--- config.mk ---
export PLATFORM = sky130hd
export DESIGN_NAME = led_fade_driver
export DESIGN_NICKNAME = d
export VERILOG_FILES = /design/src/rtl/led_fade_driver.sv
export SDC_FILE = /design/constraint.sdc
export NUM_CORES = 1
export LEC_CHECK = 0
export CAP_MARGIN = 20
export CELL_PAD_IN_SITES_DETAIL_PLACEMENT = 0
export CELL_PAD_IN_SITES_GLOBAL_PLACEMENT = 1
export CORE_MARGIN = 5
export CORE_UTILIZATION = 45
export DETAILED_ROUTE_END_ITERATION = 16
export PLACE_DENSITY = 0.87
export SLEW_MARGIN = 0
export SYNTH_ARGS = -nofsm -noshare
export SYNTH_HDL_FRONTEND = slang
export SYNTH_SLANG_ARGS = --single-unit
--- constraint.sdc ---
create_clock -name CLK -period 2.75 [get_ports CLK]
set_input_delay 0.275 -clock CLK [delete_from_list [all_inputs] [get_ports CLK]]
set_output_delay 0.275 -clock CLK [all_outputs]
set_load 0.05 [all_outputs]
--- src/rtl/led_fade_driver.sv ---
// led_fade_driver: PWM LED driver with a linear fade-out trail per channel.
// Ports: CLK/RESET (sync, active-high), EN fade enable, PAT_VLD/PAT_IN pattern
// strobe and 4-bit pattern, LED registered PWM outputs, LEVEL packed per-channel
// brightness, BUSY high while any channel is fading.
module led_fade_driver #(
   parameter int PWM_BITS = 4,
   parameter int STEP_DIV = 4
) (
   input  logic                     CLK,
   input  logic                     RESET,
   input  logic                     EN,
   input  logic                     PAT_VLD,
   input  logic [3:0]               PAT_IN,
   output logic [3:0]               LED,
   output logic [4*PWM_BITS-1:0]    LEVEL,
   output logic                     BUSY
);

   localparam int DIV_W = (STEP_DIV > 1) ? $clog2(STEP_DIV) : 1;
   localparam logic [PWM_BITS-1:0] MAX = '1;
   localparam logic [DIV_W-1:0] DIV_LAST = DIV_W'(STEP_DIV - 1);

   typedef enum logic [1:0] {
      S_OFF   = 2'd0,
      S_ON    = 2'd1,
      S_DECAY = 2'd2
   } state_t;

   logic [3:0]          pat_q;
   logic [DIV_W-1:0]    div_cnt;
   logic [PWM_BITS-1:0] pwm_cnt;
   logic                step;

   state_t              state_q [4];
   state_t              state_d [4];
   logic [PWM_BITS-1:0] level_q [4];
   logic [PWM_BITS-1:0] level_d [4];

   assign step = EN && (div_cnt == DIV_LAST);

   always_ff @(posedge CLK) begin
      if (RESET) begin
         pat_q   <= '0;
         div_cnt <= '0;
         pwm_cnt <= '0;
         LED     <= '0;
         for (int i = 0; i < 4; i++) begin
            state_q[i] <= S_OFF;
            level_q[i] <= '0;
         end
      end else begin
         if (PAT_VLD)
            pat_q <= PAT_IN;
         if (EN)
            div_cnt <= step ? '0 : div_cnt + 1'b1;
         pwm_cnt <= pwm_cnt + 1'b1;
         for (int i = 0; i < 4; i++) begin
            state_q[i] <= state_d[i];
            level_q[i] <= level_d[i];
            // Full level forces a steady 1 despite the counter reaching MAX.
            LED[i] <= (level_q[i] == MAX) || (level_q[i] > pwm_cnt);
         end
      end
   end

   always_comb begin
      for (int i = 0; i < 4; i++) begin
         state_d[i] = state_q[i];
         level_d[i] = level_q[i];
         unique case (state_q[i])
            S_OFF: begin
               level_d[i] = '0;
               if (pat_q[i]) begin
                  state_d[i] = S_ON;
                  level_d[i] = MAX;
               end
            end
            S_ON: begin
               level_d[i] = MAX;
               if (!pat_q[i])
                  state_d[i] = S_DECAY;
            end
            S_DECAY: begin
               // Re-trigger wins over any pending decrement.
               if (pat_q[i]) begin
                  state_d[i] = S_ON;
                  level_d[i] = MAX;
               end else if (step) begin
                  level_d[i] = level_q[i] - 1'b1;
                  if (level_q[i] == PWM_BITS'(1))
                     state_d[i] = S_OFF;
               end
            end
            default: begin
               state_d[i] = S_OFF;
               level_d[i] = '0;
            end
         endcase
      end
   end

   always_comb begin
      LEVEL = '0;
      BUSY  = 1'b0;
      for (int i = 0; i < 4; i++) begin
         LEVEL[i*PWM_BITS +: PWM_BITS] = level_q[i];
         if (state_q[i] == S_DECAY)
            BUSY = 1'b1;
      end
   end

endmodule

==> results_dict.tcl <==
set metrics [dict create \
    netSwitchingPower_mw 0.4426 \
    comb_power_share_pct 24.7 \
    fin_util_pct 54.64 \
    die_w_um 79.16 \
    minimum_hold_slack_ns 0.5027 \
    placement_rows 25 \
    first_pass_iters 4 \
    status "finished clean" \
    buffers_added_on_ports 28 \
    synth-seq-cells 38 \
    post_drt_via_cell_ratio 5.619 \
    max_clock_freq_mhz 435.4 \
    final_net_count 303 \
    cp_data_required_time_ns 2.48 \
    synth.cell_area_um2 2152 \
    grtUsageMet1_pct 22.01 \
    crit_path_top_delay_cell "sky130_fd_sc_hd__clkdlybuf4s50_1" \
    fin_skew_ns 0.002016 \
    grt_pass1_wl_um 8286 \
    dpl.hpwl_um 3433 \
    ys_async_sr_fraction_pct 0 \
    gp_routability_congestion 0.7544 \
    clock-sinks 38 \
    final_cell_count_no_fill 320 \
    globalRoute.busiestLayer "met2" \
    post_route_cells_drive_above_1_share_pct 4.887 \
    setup.reg_to_reg.worst_slack_ns 1.17 \
    cts_repair_resize_count 0 \
    period_share_pct 83.52 \
    synth_ff_type "sky130_fd_sc_hd__dfxtp_1" \
    route.detailed.wl_per_inst_um 15.18 \
    cts_max_path_buffers 2 \
    critPathMaxFanout 6 \
    tritoncts "yes" \
    num_io_pins 29 \
    use_met3_pct 4.535 \
    start_util_pct 45.87 \
    first_global_vias 1732 \
    cts_htree_levels 2 \
    drt_wl_total_um 4859 \
    maxSlewHeadroom_pct 58.47 \
    detailed_place.area_um2 2472 \
    vias 1798 \
    cpLargestDelayFamily "buffers and inverters" \
    vdd_ir_drop_max_v 0.0003234 \
    cts_post_setup_buffers_inserted 0 \
    grt_util_met2_pct 26.77 \
    final_cell_area_excluding_filler_cells_um2 2564 \
    antenna_violating_nets_post_route 0 \
    drtIter0Drc 99 \
    tightestPinTransition_ns 0.6210 \
    crit_path_max_incr_delay_ns 0.80 \
    worstHoldPathType "flop to flop" \
    synth.lib_cells_used.distinct 40 \
    p_leak_nw 1.020 \
    worstSkewPairLatency_ns 0.29 \
    power.sequential.fraction_pct 46.3 \
    rsz0062_at_grt "no" \
    power.density_nw_per_um2 536.4 \
    global_route.usage.total_pct 17.08 \
    intPower_mw 0.9326 \
    setup.worst_path.class "flop to primary output" \
    aggregate_negative_setup_slack_ns 0 \
    setup_viol 0 \
    worstSetupStartpointType "flop" \
    most_common_library_cell_in_the_layout_ignoring_fill_and_taps "sky130_fd_sc_hd__dfxtp_1" \
    final_count_of_hold_timing_violations 0 \
    synthesis.yosys.warnings 0 \
    cp.buffers_inverters 1 \
    grt_max_degree 22 \
    num-fill-cells 451 \
    die_y_um 79.16 \
    worst_setup_path_end_kind "primary output" \
    final_critical_path_setup_slack_ns 0.4533 \
    per_instance_average_area_after_synthesis_um2 9.158 \
    sw_frac_of_total_pct 32.18 \
    core_region_area_um2 4692 \
    drc_errors 0 \
    synth-edff-count 0 \
    seq_area_frac_synth_pct 35.35 \
    cts_hold_repair.buffers 0 \
    cts.reportedPaths.clkPinSlew_ns 0.07 \
    placement.setup.worst_slack_ns 0.7755 \
    final_cell_mix "38 x sky130_fd_sc_hd__dfxtp_1, 30 x sky130_fd_sc_hd__ha_1, 28 x sky130_fd_sc_hd__clkdlybuf4s50_1" \
    inserted_diodes 0 \
    clock_power_share_pct 28.9 \
    number_of_antenna_violations_at_the_first_check_in_global_routing 0 \
    crit_chain "nor2b_1 -> nor2_1 -> nand3_1 -> clkdlybuf4s50_1" \
    cts-buffers-inserted 5 \
    cts_root_buffer "sky130_fd_sc_hd__clkbuf_8" \
    dpl.cell_count 312 \
    design.die.area_um2 6266 \
    drv_slew 0 \
    period_needed_ns 2.297 \
    cap_violations 0 \
    worst_ep_arrival_time_ns 2.02 \
    postSynthNetCount 273 \
    area_growth_pct 19.13 \
    global_route.overflow_total 0 \
    synthCells 235 \
    total_power_mw 1.375 \
]
==> synth_stat cells, types with 4 or more instances <==
cell type                  instances  share of area, %
sky130_fd_sc_hd__a211oi_1          4               1.4
sky130_fd_sc_hd__a21oi_1          25               5.8
sky130_fd_sc_hd__a41o_1            8               3.7
sky130_fd_sc_hd__and2_1            4               1.2
sky130_fd_sc_hd__dfxtp_1          38                35
sky130_fd_sc_hd__ha_1             30                17
sky130_fd_sc_hd__inv_1            17               3.0
sky130_fd_sc_hd__mux2i_1           5               2.3
sky130_fd_sc_hd__nand2_1          10               1.7
sky130_fd_sc_hd__nand2b_1          4               1.2
sky130_fd_sc_hd__nand3_1           9               2.1
sky130_fd_sc_hd__nor2_1           16               2.8
sky130_fd_sc_hd__nor2b_1           8               2.3
sky130_fd_sc_hd__nor3_1            8               1.9
sky130_fd_sc_hd__o211ai_1          9               3.1
sky130_fd_sc_hd__xnor2_1           9               3.7
==> metal layers <==
metal / vias to the layer above / wire length [um]
met5: - / 0
met4: 0 / 67
met3: 6 / 197
met2: 36 / 2210
met1: 839 / 2384
li1: 917 / -
==> area by class of cell <==
| class | count | area, um^2 | share of cell area (%) |
|---|---|---|---|
| clock inverter | 1 | 5.005 | 0.1952 |
| clock buffer | 7 | 86.33 | 3.367 |
| sequential | 38 | 760.7 | 29.67 |
| multi-input combinational | 173 | 1285 | 50.12 |
| inverter | 17 | 63.81 | 2.489 |
| timing repair buffer | 30 | 295.3 | 11.52 |
| tap | 54 | 67.56 | 2.635 |
==> power groups by stage <==
stage	registers (mW)	clock network, mW	logic, mW
2_1_floorplan	0.721	0	0.163
3_5_place_dp	0.650	0	0.342
3_3_place_gp	0.650	0	0.337
4_1_cts	0.637	0.409	0.345
6_report	0.637	0.398	0.340
5_1_grt	0.646	0.438	0.374
==> flip-flops by register name, summed over array words and instances, names as in the netlist <==
name     flops
pwm_cnt      4
div_cnt      2
LED          4
level_q     16
pat_q        4
state_q      8
==> worst reg2reg max path: stages (launching register included) <==
cell and delay (ns):
sky130_fd_sc_hd__dfxtp_1 0.35, sky130_fd_sc_hd__ha_1 0.25, sky130_fd_sc_hd__and2_4 0.34, sky130_fd_sc_hd__nand3_2 0.10, sky130_fd_sc_hd__a211o_1 0.30, sky130_fd_sc_hd__o311a_1 0.13
==> cells by family after synthesis <==
logic type	after synthesis	share of synthesized area, %
buffers and inverters	24	4.942
AND/OR/NAND/NOR	65	15.29
XOR/XNOR	10	4.070
multiplexers	5	2.326
AO/OA/AOI/OAI	63	20.58
adder cells (fa/ha/maj)	30	17.44
flip-flops	38	35.35
==> final timing paths <==
path	startpoint	endpoint	cells past startpoint
max	state_q[0][1]	BUSY	4
min	pat_q[3]	state_q[3][1]	1
max reg2reg	div_cnt[0]	level_q[0][3]	5
min reg2reg	pat_q[3]	state_q[3][1]	1
Note: power is estimated with default switching activity, not from simulation.
